[src/rtl/tinyalu_pkg.sv]
//------------------------------------------------------------------------------
// Module   : tinyalu_pkg
// Purpose  : Shared types and widths for the memory-port arbiter.
// Revision : 1.0 - initial release
//------------------------------------------------------------------------------
`default_nettype none

package tinyalu_pkg;

    localparam int MEM_ADDR_W = 14;
    localparam int MEM_DATA_W = 16;

    typedef enum logic [1:0] {
        IDLE = 2'd0,
        BUSY = 2'd1,
        DONE = 2'd2
    } mem_arb_state_t;

    typedef enum logic {
        PORT_IF = 1'b0,
        PORT_D  = 1'b1
    } arb_port_t;

endpackage

`default_nettype wire

[src/rtl/mem_port_arbiter_rr_arb2.sv]
//------------------------------------------------------------------------------
// Module   : rr_arb2
// Purpose  : Combinational two-way round-robin; bit 0 = fetch, bit 1 = data.
// Revision : 1.0 - initial release
//------------------------------------------------------------------------------
`default_nettype none

module rr_arb2
    import tinyalu_pkg::*;
(
    input  logic [1:0] req,
    input  arb_port_t  last,
    output logic [1:0] grant
);

    // On a tie the port that did not win last time gets the grant.
    always_comb begin
        grant = 2'b00;
        case (req)
            2'b01:   grant = 2'b01;
            2'b10:   grant = 2'b10;
            2'b11:   grant = (last == PORT_D) ? 2'b01 : 2'b10;
            default: grant = 2'b00;
        endcase
    end

endmodule

`default_nettype wire

[src/rtl/mem_port_arbiter.sv]
//------------------------------------------------------------------------------
// Module   : mem_port_arbiter
// Purpose  : Shares one memory interface between fetch and data requesters.
// Revision : 1.0 - initial release
//------------------------------------------------------------------------------
`default_nettype none

module mem_port_arbiter
    import tinyalu_pkg::*;
#(
    parameter int ADDR_W  = MEM_ADDR_W,
    parameter int DATA_W  = MEM_DATA_W,
    parameter int TIMEOUT = 255
) (
    input  logic              clk,
    input  logic              reset,
    input  logic              if_req,
    input  logic [ADDR_W-1:0] if_addr,
    output logic [DATA_W-1:0] if_rdata,
    output logic              if_done,
    output logic              if_err,
    input  logic              d_req,
    input  logic              d_we,
    input  logic [ADDR_W-1:0] d_addr,
    input  logic [DATA_W-1:0] d_wdata,
    output logic [DATA_W-1:0] d_rdata,
    output logic              d_done,
    output logic              d_err,
    output logic              cs,
    output logic              read_req,
    output logic              write_req,
    output logic [ADDR_W-1:0] addrout,
    output logic [DATA_W-1:0] datatomem,
    input  logic [DATA_W-1:0] datafrommem,
    input  logic              mem_resp
);

    localparam int CNT_W = $clog2(TIMEOUT + 1);

    mem_arb_state_t    state_q, state_d;
    arb_port_t         last_q, last_d, port_q, port_d;
    logic [CNT_W-1:0]  cnt_q, cnt_d;
    logic              cs_q, cs_d, rd_q, rd_d, wr_q, wr_d;
    logic [ADDR_W-1:0] addr_q, addr_d;
    logic [DATA_W-1:0] wdat_q, wdat_d;
    logic [DATA_W-1:0] if_rdata_q, if_rdata_d, d_rdata_q, d_rdata_d;
    logic              if_done_q, if_done_d, d_done_q, d_done_d;
    logic              if_err_q, if_err_d, d_err_q, d_err_d;

    logic [1:0]        w_grant;
    logic              w_timeout;
    logic [DATA_W-1:0] w_resp_data;

    rr_arb2 u_rr_arb2 (
        .req   ({d_req, if_req}),
        .last  (last_q),
        .grant (w_grant)
    );

    assign w_timeout   = (cnt_q == CNT_W'(TIMEOUT));
    assign w_resp_data = mem_resp ? datafrommem : '0;

    always_ff @(posedge clk or posedge reset) begin
        if (reset) begin
            state_q    <= IDLE;
            last_q     <= PORT_D;
            port_q     <= PORT_IF;
            cnt_q      <= '0;
            cs_q       <= 1'b0;
            rd_q       <= 1'b0;
            wr_q       <= 1'b0;
            addr_q     <= '0;
            wdat_q     <= '0;
            if_rdata_q <= '0;
            d_rdata_q  <= '0;
            if_done_q  <= 1'b0;
            d_done_q   <= 1'b0;
            if_err_q   <= 1'b0;
            d_err_q    <= 1'b0;
        end else begin
            state_q    <= state_d;
            last_q     <= last_d;
            port_q     <= port_d;
            cnt_q      <= cnt_d;
            cs_q       <= cs_d;
            rd_q       <= rd_d;
            wr_q       <= wr_d;
            addr_q     <= addr_d;
            wdat_q     <= wdat_d;
            if_rdata_q <= if_rdata_d;
            d_rdata_q  <= d_rdata_d;
            if_done_q  <= if_done_d;
            d_done_q   <= d_done_d;
            if_err_q   <= if_err_d;
            d_err_q    <= d_err_d;
        end
    end

    always_comb begin
        state_d = state_q;
        case (state_q)
            IDLE:    if (|w_grant) state_d = BUSY;
            BUSY:    if (mem_resp || w_timeout) state_d = DONE;
            DONE:    state_d = IDLE;
            default: state_d = IDLE;
        endcase
    end

    always_comb begin
        last_d     = last_q;
        port_d     = port_q;
        cnt_d      = cnt_q;
        cs_d       = cs_q;
        rd_d       = rd_q;
        wr_d       = wr_q;
        addr_d     = addr_q;
        wdat_d     = wdat_q;
        if_rdata_d = if_rdata_q;
        d_rdata_d  = d_rdata_q;
        if_err_d   = if_err_q;
        d_err_d    = d_err_q;
        if_done_d  = 1'b0;
        d_done_d   = 1'b0;
        case (state_q)
            IDLE: begin
                if (|w_grant) begin
                    port_d = w_grant[1] ? PORT_D : PORT_IF;
                    last_d = port_d;
                    cs_d   = 1'b1;
                    wr_d   = w_grant[1] & d_we;
                    rd_d   = ~(w_grant[1] & d_we);
                    addr_d = w_grant[1] ? d_addr : if_addr;
                    wdat_d = (w_grant[1] && d_we) ? d_wdata : '0;
                    // Count includes the first BUSY cycle so the abort lands at TIMEOUT.
                    cnt_d  = CNT_W'(1);
                end
            end
            BUSY: begin
                if (mem_resp || w_timeout) begin
                    cs_d = 1'b0;
                    rd_d = 1'b0;
                    wr_d = 1'b0;
                    if (port_q == PORT_IF) begin
                        if_done_d  = 1'b1;
                        if_err_d   = ~mem_resp;
                        if_rdata_d = w_resp_data;
                    end else begin
                        d_done_d = 1'b1;
                        d_err_d  = ~mem_resp;
                        if (!wr_q) d_rdata_d = w_resp_data;
                    end
                end else begin
                    cnt_d = cnt_q + CNT_W'(1);
                end
            end
            DONE:    cnt_d = '0;
            default: cnt_d = '0;
        endcase
    end

    assign cs        = cs_q;
    assign read_req  = rd_q;
    assign write_req = wr_q;
    assign addrout   = addr_q;
    assign datatomem = wdat_q;
    assign if_rdata  = if_rdata_q;
    assign if_done   = if_done_q;
    assign if_err    = if_err_q;
    assign d_rdata   = d_rdata_q;
    assign d_done    = d_done_q;
    assign d_err     = d_err_q;

endmodule

`default_nettype wire

[config.mk]
export PLATFORM = sky130hd
export DESIGN_NAME = mem_port_arbiter
export DESIGN_NICKNAME = d
export VERILOG_FILES = /design/src/rtl/tinyalu_pkg.sv /design/src/rtl/mem_port_arbiter_rr_arb2.sv /design/src/rtl/mem_port_arbiter.sv
export SDC_FILE = /design/constraint.sdc
export NUM_CORES = 1
export LEC_CHECK = 0
export CAP_MARGIN = 15
export CORE_UTILIZATION = 31
export CTS_CLUSTER_DIAMETER = 40
export DETAILED_ROUTE_END_ITERATION = 10
export SETUP_SLACK_MARGIN = 0.4
export SYNTH_ARGS = -nofsm -noshare
export SYNTH_HDL_FRONTEND = slang
export SYNTH_SLANG_ARGS = --single-unit
[constraint.sdc]
create_clock -name clk -period 2.6 [get_ports clk]
set_input_delay 0.65 -clock clk [delete_from_list [all_inputs] [get_ports clk]]
set_output_delay 0.65 -clock clk [all_outputs]
set_load 0.005 [all_outputs]
==> results.toml, run 1 <==
[placement]
port_buffers = 134
placed_cell_area_um2 = 4850
routabilityCongestion = 0.773
placedCellCount = 522
post-dp-hpwl_um = 5600

[setup_path]
r2r_end = "if_rdata[15]$_DFFE_PP0P_"
endpoint_kind = "flop"
critPathLaunchType = "input pin"
crit_fanout = 5
reg2reg_slack_ns = 0.86
worst_r2r_path_depth = 5
timing.rr.start = "cnt_q[0]$_DFFE_PP0P_"
worstSetupPathType = "in2reg"
cp.arrival_ns = 2.20
crit_required_ns = 2.89

[synth]
yosysWarningCount = 0
ys_dominant_reg_cell = "dfrtp_1"
synthTopCellsByArea = "dfrtp_1 (60%), a32o_1 (9.8%), a22o_1 (4.4%)"
synth-edff-count = 0
synth_cell_types = 40
yosys.area.top_type = "dfrtp_1"
syn-num-nets = 329
syn_area_um2 = 3360
synthArstFlopShare = 1.00
seq_area_frac_synth = 0.603
ys_ff_latch = 81
synth_area_per_cell_um2 = 12.8
synth_cells = 262
synth.top_cell.area_share = 0.596

[grt]
grt_max_degree = 82
grt_antenna_before_repair = 0
grt-ovfl-total = 0
grt_pass1_vias = 2882
grt_pass1_wl_um = 13900
grtUsageTotal = 0.156

[power_and_ir_drop]
p_leak_nw = 2.14
seqPwrFrac = 0.381
p_sw_frac = 0.307
combPwrFrac = 0.416
power_density_nw_per_um2 = 1060
net-switching-power_mw = 1.66
pwr-share-clk = 0.203
irDropWorstVdd_mv = 0.366
internal-power_mw = 3.76
power_mw = 5.42

[timing]
period_minus_slack_ns = 1.92
setup_viol = 0
clock.fmax_mhz = 521
slew_headroom = 0.703
drv_slew = 0
post-route-period-util = 0.738
finClkSkew_ns = 0.0134
rsz0062_at_grt = "no"
tns_ns = 0
hold_viol = 0
holdWs_ns = 0.482
tightest_slew_ns = 0.443

[cts]
ctsResizeCount = 0
numCtsBuffers = 9
htreeDepth = 3
postCtsSetupBuffers = 0
cts_sinks = 81
cts_hold_buf = 0
clk_pin_slew_ns = 0.08
worstSkewPairLatency_ns = 0.35
cts_tree = "yes"
cts_buffer_depth = 2
cts_root_buf = "clkbuf_8"

[drt]
drtIter0Drc = 102
wl_per_cell_um = 15.4
vias = 2710
wl_met2_um = 3980
drt_wl_total_um = 8260
drtAntennaViolNets = 0
top_layer = "met4"
first_pass_iters = 7
routed_via_density = 5.05
met3WireLength_um = 641
drc = 0
met1Wirelength_um = 3530

[layout]
syn_to_final_growth_pct = 51.6
fin_cells = 537
drive_gt1_frac = 0.0898
final_area_um2 = 5090
nNetsFinal = 464
nFillCells = 983
diodes = 0

[floorplanning]
start_util = 0.323
rows = 37
die_x_um = 106
ios = 135
die_h_um = 106
coreArea_um2 = 10400
die_area_um2 = 11300

[worst_hold_path]
worstHoldPathCells = 2
worstHoldStart = "addrout[0]$_DFFE_PP0P_"
min_path_type = "reg2reg"
hold_end = "addrout[0]$_DFFE_PP0P_"

[run_status]
status = "finished, final reports clean"

[run]
maxCapViolCount = 0
==> final cells by class <==
| cell class | count | area, µm² | area share |
|---|---|---|---|
| clock inverters | 6 | 116 | 0.0228 |
| multi-input cells | 156 | 1200 | 0.235 |
| repair buffers | 143 | 1430 | 0.281 |
| clock buffers | 9 | 124 | 0.0243 |
| flip-flops and latches | 81 | 2030 | 0.398 |
| well taps | 136 | 170 | 0.0334 |
| inverters | 6 | 26.3 | 0.00516 |
==> sequential cells by signal, summed over array words and instances, names as in the netlist, 2 cells and up <==
register and cells:
addrout 14, cnt_q 8, d_rdata 16, datatomem 16, if_rdata 16, state_q 2
==> metal layers <==
metal,GRT usage,vias to the layer above
li1,-,1280
met4,0.0565,0
met2,0.252,100
met1,0.195,1320
met3,0.0484,10
met5,0,-
==> cell usage after synthesis (all sizes together), types with 2 or more instances <==
cell type  instances
nor2               6
inv                6
and3               4
buf               15
dfrtp             80
a211oi             3
a22o              17
nand2             18
clkbuf             4
nand4              3
mux2i             14
o21ai             23
nand3              5
a32o              33
a31o               2
a21oi              7
a31oi              4
==> cell usage in the layout, fill, tap and decap left out, types with 2 or more instances in the layout <==
cell	netlist	final
a31oi_1	4	4
buf_12	0	2
inv_1	6	5
a31o_1	2	2
a21oi_1	7	7
a32o_1	33	33
o21ai_1	7	6
nand3_4	2	2
mux2i_1	14	14
nand4_1	2	2
a211oi_1	3	3
nand2_1	18	18
clkdlybuf4s50_1	0	134
buf_4	3	7
nand3_1	3	3
o21ai_0	16	16
clkinv_4	0	2
nor2_1	6	6
a22o_1	17	17
and3_1	4	4
clkbuf_8	0	9
dfrtp_1	80	80
bufinv_16	0	3
==> stage by stage <==
stage / utilization / worst slack, ns
final: 0.489 / 0.681
after global routing: 0.489 / 0.598
after floorplan: - / 0.938
after global placement: 0.466 / 0.370
after detailed placement: 0.466 / 0.343
after CTS: 0.489 / 0.657
==> worst max path at each step <==
stage                          start                    end  cells past startpoint
2_1_floorplan                  d_req  write_req$_DFFE_PP0P_                      6
3_3_place_gp                   d_req   cnt_q[7]$_DFFE_PP0P_                      5
3_5_place_dp                   d_req   cnt_q[7]$_DFFE_PP0P_                      5
4_1_cts        write_req$_DFFE_PP0P_              write_req                      1
5_1_grt                        d_req   cnt_q[7]$_DFFE_PP0P_                      5
6_report                       d_req   cnt_q[7]$_DFFE_PP0P_                      5
==> kinds of logic after synthesis <==
| logic type | share of synthesized area |
|---|---|
| AOI/OAI and AO/OA | 0.227 |
| xor gates and xnor gates | 0.00261 |
| adders and majority gates | 0.00372 |
| buffers and inverters | 0.0450 |
| DFF | 0.604 |
| muxes | 0.0417 |
| and+or+nand+nor | 0.0767 |
==> critical path, cell delays in order <==
cell and delay, ns:
clkdlybuf4s50_1 0.53, or4_4 0.55, and3_1 0.19, a31oi_1 0.16, a31o_1 0.11
==> power by group through the flow <==
stage	sequential, mW	combinational, mW	clock [mW]
CTS	2.07	2.30	1.14
global placement	2.08	2.27	0
finish	2.06	2.26	1.10
detailed placement	2.09	2.30	0
floorplan	2.10	0.990	0
global route	2.14	2.48	1.18
Power figures use the tool's default switching activity.
==> run 2: changes to the inputs <==
- clock period: 2.6 -> 1.7 ns (I/O delays scaled with it)
==> run 2 against run 1 <==
Against the previous run: hold slack lost 0.11 ns; sequential share of layout area shrank 2.8 points; sequential power grew 53%; global-route usage grew 1.2 points; flip-flop and latch count is the same; combinational power grew 80%; via count grew 12%; routed wire length grew 19%; largest cell class unchanged.
==> results.toml, run 2 (same netlist as run 1, synthesis figures left out) <==
[cts]
cts_buffer_depth = 2
numCtsBuffers = 9
cts_root_buf = "clkbuf_8"
htreeDepth = 3
cts_sinks = 81
worstSkewPairLatency_ns = 0.35
cts_tree = "yes"
clk_pin_slew_ns = 0.08

[drt]
vias = 3032
first_pass_iters = 4
routed_via_density = 4.98
drtIter0Drc = 128
drt_wl_total_um = 9840
drc = 0
wl_per_cell_um = 16.1
drtAntennaViolNets = 0

[timing]
slew_headroom = 0.757
post-route-period-util = 0.889
clock.fmax_mhz = 662
finClkSkew_ns = 0.00938
rsz0062_at_grt = "yes"
hold_viol = 0
tightest_slew_ns = 0.364
setup_viol = 0
period_minus_slack_ns = 1.51
final.setup.worst_slack_ns = 0.189
tns_ns = 0
drv_slew = 0

[layout]
fin_cells = 609
drive_gt1_frac = 0.416
syn_to_final_growth_pct = 63.3
nNetsFinal = 535
final_cell_mix = "dfrtp_1 (76), buf_2 (69), clkdlybuf4s50_1 (62)"
final_area_um2 = 5490
nFillCells = 960
final_common_cell = "dfrtp_1"
diodes = 0

[grt]
grt_pass1_vias = 2977
grtUsageTotal = 0.168
grt_pass1_wl_um = 14800
grt_max_degree = 37
grt_antenna_before_repair = 0
grt-ovfl-total = 0

[setup_path]
cp.arrival_ns = 1.75
crit_fanout = 8
critPathLaunchType = "flop"
endpoint_kind = "flop"
worst_r2r_path_depth = 6
worstSetupPathType = "reg2reg"
crit_required_ns = 1.94

[power_and_ir_drop]
power_mw = 8.55
p_leak_nw = 2.57
power_density_nw_per_um2 = 1560
irDropWorstVdd_mv = 0.576

[placement]
placed_cell_area_um2 = 5010
placedCellCount = 537
place_ws_ns = -0.187
port_buffers = 134
post-dp-hpwl_um = 6060
routabilityCongestion = 0.787

[floorplanning]
die_x_um = 106
ios = 135
rows = 37
die_h_um = 106
die_area_um2 = 11300
coreArea_um2 = 10400
start_util = 0.323

[worst_hold_path]
min_path_type = "in2async"

[run_status]
status = "finished, final reports clean"

[run]
maxCapViolCount = 0
## run 2: cell count changes in the layout (fill, tap and decap cells not counted), moves of 4 or more
cell,previous run,this run
and3_4,0,4
dfrtp_1,80,76
dfrtp_2,0,4
buf_4,7,60
o21ai_1,6,10
buf_2,0,69
clkdlybuf4s50_1,134,62
buf_6,0,6
o21ai_0,16,11
buf_12,2,7
## run 2: layout make-up
cell class | count | area (µm²) | area share
Clock buffer | 10 | 138 | 0.0251
Inverter | 6 | 26.3 | 0.00479
Clock inverter | 6 | 50.0 | 0.00912
Tap cell | 136 | 170 | 0.0310
Sequential cell | 81 | 2030 | 0.370
Multi-Input combinational cell | 161 | 1380 | 0.251
Timing Repair Buffer | 209 | 1690 | 0.308
## run 2: path summary, 6_finish.rpt
check / to / from / slack (ns)
worst max-delay path: d_rdata[13]$_DFFE_PP0P_ / cnt_q[0]$_DFFE_PP0P_ / 0.19
worst min-delay path: d_rdata[14]$_DFFE_PP0P_ / reset / 0.37
worst max register to register: d_rdata[13]$_DFFE_PP0P_ / cnt_q[0]$_DFFE_PP0P_ / 0.19
worst min register to register: addrout[7]$_DFFE_PP0P_ / addrout[7]$_DFFE_PP0P_ / 0.49
max in group asynchronous: last_q$_DFFE_PP1P_ / reset / 0.83
min in group clk: addrout[7]$_DFFE_PP0P_ / addrout[7]$_DFFE_PP0P_ / 0.49
## run 2: what timing repair did
action                                  CTS  global route
gates cloned                              2             5
setup buffers                            24            25
endpoints found under the setup margin  149           148
resized for setup                       294            27
hold endpoints to repair                  0             0
pin swaps                                18            17
hold buffers                              0             0
## run 2: report_power, final
part	internal [mW]	total (mW)	switching (mW)
clock network	0.588	1.33	0.746
registers	2.71	3.16	0.456
logic	2.26	4.06	1.80
## run 2: metal layers
metal	share of wire	global-route usage	vias to the layer above
met4	0.014	0.0714	0
met5	0	0	-
met2	0.48	0.265	119
met3	0.078	0.0552	11
li1	-	-	1427
met1	0.43	0.211	1475
## run 2: stage by stage
stage	hold WS [ns]	util
after global routing	0.381	0.527
final	0.369	0.527
after detailed placement	0.473	0.481
after global placement	0.464	0.481
after floorplan	0.462	-
after CTS	0.367	0.496
## run 2: critical path, stage by stage, from the launching register on
cell	delay, ns
dfrtp_1	0.40
ha_4	0.16
nand4_4	0.11
o21bai_4	0.17
buf_12	0.15
nand3_4	0.14
a32o_1	0.25
==> run 3: changes to the inputs <==
- ABC_AREA: not set -> 1
==> run 3 against run 2 <==
Against the previous run: core utilization decreased by 0.81 points; via count up 9.0%; global-route usage increased by 0.68 points; maximum frequency decreased by 3.7%; routed wire length rose by 6.0%; clock skew shrank 0.0025 ns; critical endpoint is now if_rdata[8]$_DFFE_PP0P_; largest cell class unchanged; largest power group unchanged.
==> results.toml, run 3 <==
[synth]
yosys.area.top_type = "dfrtp_1"
ys_dominant_reg_cell = "dfrtp_1"
syn_area_um2 = 3590
synth_area_per_cell_um2 = 9.15
synthTopCellsByArea = "dfrtp_1 (56%), nand2_1 (13%), o21ai_2 (7.6%)"
ys_ff_latch = 81
synth_cell_types = 26
seq_area_frac_synth = 0.566
yosysMostFrequentCell = "nand2_1"
yosysWarningCount = 0
synth.top_cell.area_share = 0.558
synth_cells = 392
synth_common_cells = "nand2_1 (125), dfrtp_1 (80), o21ai_0 (42), o21ai_2 (31), inv_1 (30)"
syn-num-nets = 459
synth-edff-count = 0
synthArstFlopShare = 1.00

[grt]
grt_antenna_before_repair = 0
grt_pass1_vias = 3186
grt-ovfl-total = 0
grtUsageTotal = 0.175
grt_max_degree = 52
grt_pass1_wl_um = 16000

[layout]
final_util = 0.519
final_cell_mix = "nand2_1 (108), dfrtp_1 (80), buf_2 (67)"
syn_to_final_growth_pct = 59.6
drive_gt1_frac = 0.371
final_area_um2 = 5720
final_common_cell = "nand2_1"
nNetsFinal = 647
diodes = 0

[run_status]
status = "finished, final reports clean"

[setup_path]
slowest_stage = "dfrtp_1"
worst_path_most_repeated_cell = "nand2_4"
worst_r2r_path_depth = 10
crit_cells = 10
critical_path_buf_inv_count = 2
worstSetupPathType = "reg2reg"
worstPathCellList = "ha_2 -> nand2_2 -> nor2_4 -> nand2_4 -> nand2_8 -> nand3_4 -> buf_6 -> buf_12 -> nand2_4 -> o21ai_2"
crit_required_ns = 1.92
endpoint_kind = "flop"
crit_fanout = 6
crit_family = "simple AND/OR/NAND/NOR gates"
critical-path-max-stage-delay_ns = 0.38
critPathLaunchType = "flop"
cp.arrival_ns = 1.79

[cts]
cts_root_buf = "clkbuf_16"
worstSkewPairLatency_ns = 0.33
cts_tree = "yes"
cts_buffer_depth = 2
htreeDepth = 3
clk_pin_slew_ns = 0.07
numCtsBuffers = 9
cts_sinks = 81

[worst_hold_path]
worstHoldPathCells = 2
min_path_type = "reg2reg"

[placement]
port_buffers = 134
placed_cell_area_um2 = 5190
post-dp-hpwl_um = 6600
place_ws_ns = -0.177
routabilityCongestion = 0.743

[floorplanning]
die_h_um = 110
rows = 38
die_x_um = 110
ios = 135
die_area_um2 = 12000
start_util = 0.325
coreArea_um2 = 11000

[drt]
drtIter0Drc = 156
routed_via_density = 4.56
first_pass_iters = 4
drt_wl_total_um = 10400
drc = 0
vias = 3305
wl_per_cell_um = 14.4
drtAntennaViolNets = 0

[power_and_ir_drop]
combPwrFrac = 0.437
seqPwrFrac = 0.356
internal-power_mw = 5.65
p_leak_nw = 2.86
net-switching-power_mw = 3.14
irDropWorstVdd_mv = 0.616
p_sw_frac = 0.357
power_mw = 8.79
pwr-share-clk = 0.207
power_density_nw_per_um2 = 1540

[timing]
final.setup.worst_slack_ns = 0.131
finClkSkew_ns = 0.00685
tightest_slew_ns = 0.394
drv_slew = 0
rsz0062_at_grt = "yes"
tns_ns = 0
setup_viol = 0
post-route-period-util = 0.923
hold_viol = 0
slew_headroom = 0.737
period_minus_slack_ns = 1.57
clock.fmax_mhz = 637

[run]
maxCapViolCount = 0
[run 3: cell types whose count changed in the layout (fill, tap and decap cells not counted), moves of 18 or more]
cell     previous run  this run
nor2_1              3        23
buf_4              60        42
a32o_1             33         0
o21ai_2             1        33
inv_1               4        28
nand2_1            17       108
[run 3: worst min-delay path: cells and delay by family (launching register included)]
family	cells	cell delay [ns]
AND/OR/NAND/NOR	2	0.10
flip-flops	1	0.37
[run 3: per-stage QoR]
stage	hold WS, ns	std cells
6_report	0.470	725
3_5_place_dp	0.462	669
2_1_floorplan	0.444	392
5_1_grt	0.487	725
4_1_cts	0.472	708
3_3_place_gp	0.462	669
[run 3: logic make-up after synthesis]
family / count (synthesis) / synth area share
AO/OA/AOI/OAI: 86 / 0.152
adder cells (fa/ha/maj): 1 / 0.00349
AND/OR/NAND/NOR: 175 / 0.212
buffers and inverters: 49 / 0.0659
flip-flops: 81 / 0.566
[run 3: power groups by stage]
stage,Sequential (mW),Clock (mW),Combinational (mW)
3_5_place_dp,3.15,0,3.54
6_report,3.13,1.82,3.84
4_1_cts,3.11,1.88,3.42
5_1_grt,3.21,1.96,4.23
3_3_place_gp,3.14,0,3.50
2_1_floorplan,3.17,0,1.44
[run 3: final timing paths]
path / start / end / slack [ns]
max: cnt_q[0]$_DFFE_PP0P_ / if_rdata[8]$_DFFE_PP0P_ / 0.13
min: last_q$_DFFE_PP1P_ / last_q$_DFFE_PP1P_ / 0.47
max reg2reg: cnt_q[0]$_DFFE_PP0P_ / if_rdata[8]$_DFFE_PP0P_ / 0.13
min reg2reg: last_q$_DFFE_PP1P_ / last_q$_DFFE_PP1P_ / 0.47
max in group asynchronous: reset / addrout[9]$_DFFE_PP0P_ / 0.82
min in group asynchronous: reset / if_rdata[1]$_DFFE_PP0P_ / 0.52
[run 3: metal layers]
layer,up-vias,share of wire,track usage
li1,1631,-,-
met1,1565,0.43,0.220
met2,96,0.49,0.289
met3,13,0.065,0.0545
met4,0,0.013,0.0514
met5,-,0,0
[run 3: final cells by class]
cell class / instances / area (µm²)
Tap cell: 140 / 175
Timing Repair Buffer: 191 / 1610
Sequential cell: 81 / 2030
Clock inverter: 6 / 52.6
Multi-Input combinational cell: 263 / 1480
Inverter: 34 / 144
Fill cell: 1067 / 5310
Clock buffer: 10 / 229
[run 3: repair_timing]
item                                    in CTS  in global routing
cloned                                       4                  1
buffers inserted                            19                 16
pin swaps                                    1                  0
hold buffers                                 0                  0
resized for setup                          300                 44
endpoints found under the setup margin     147                 92
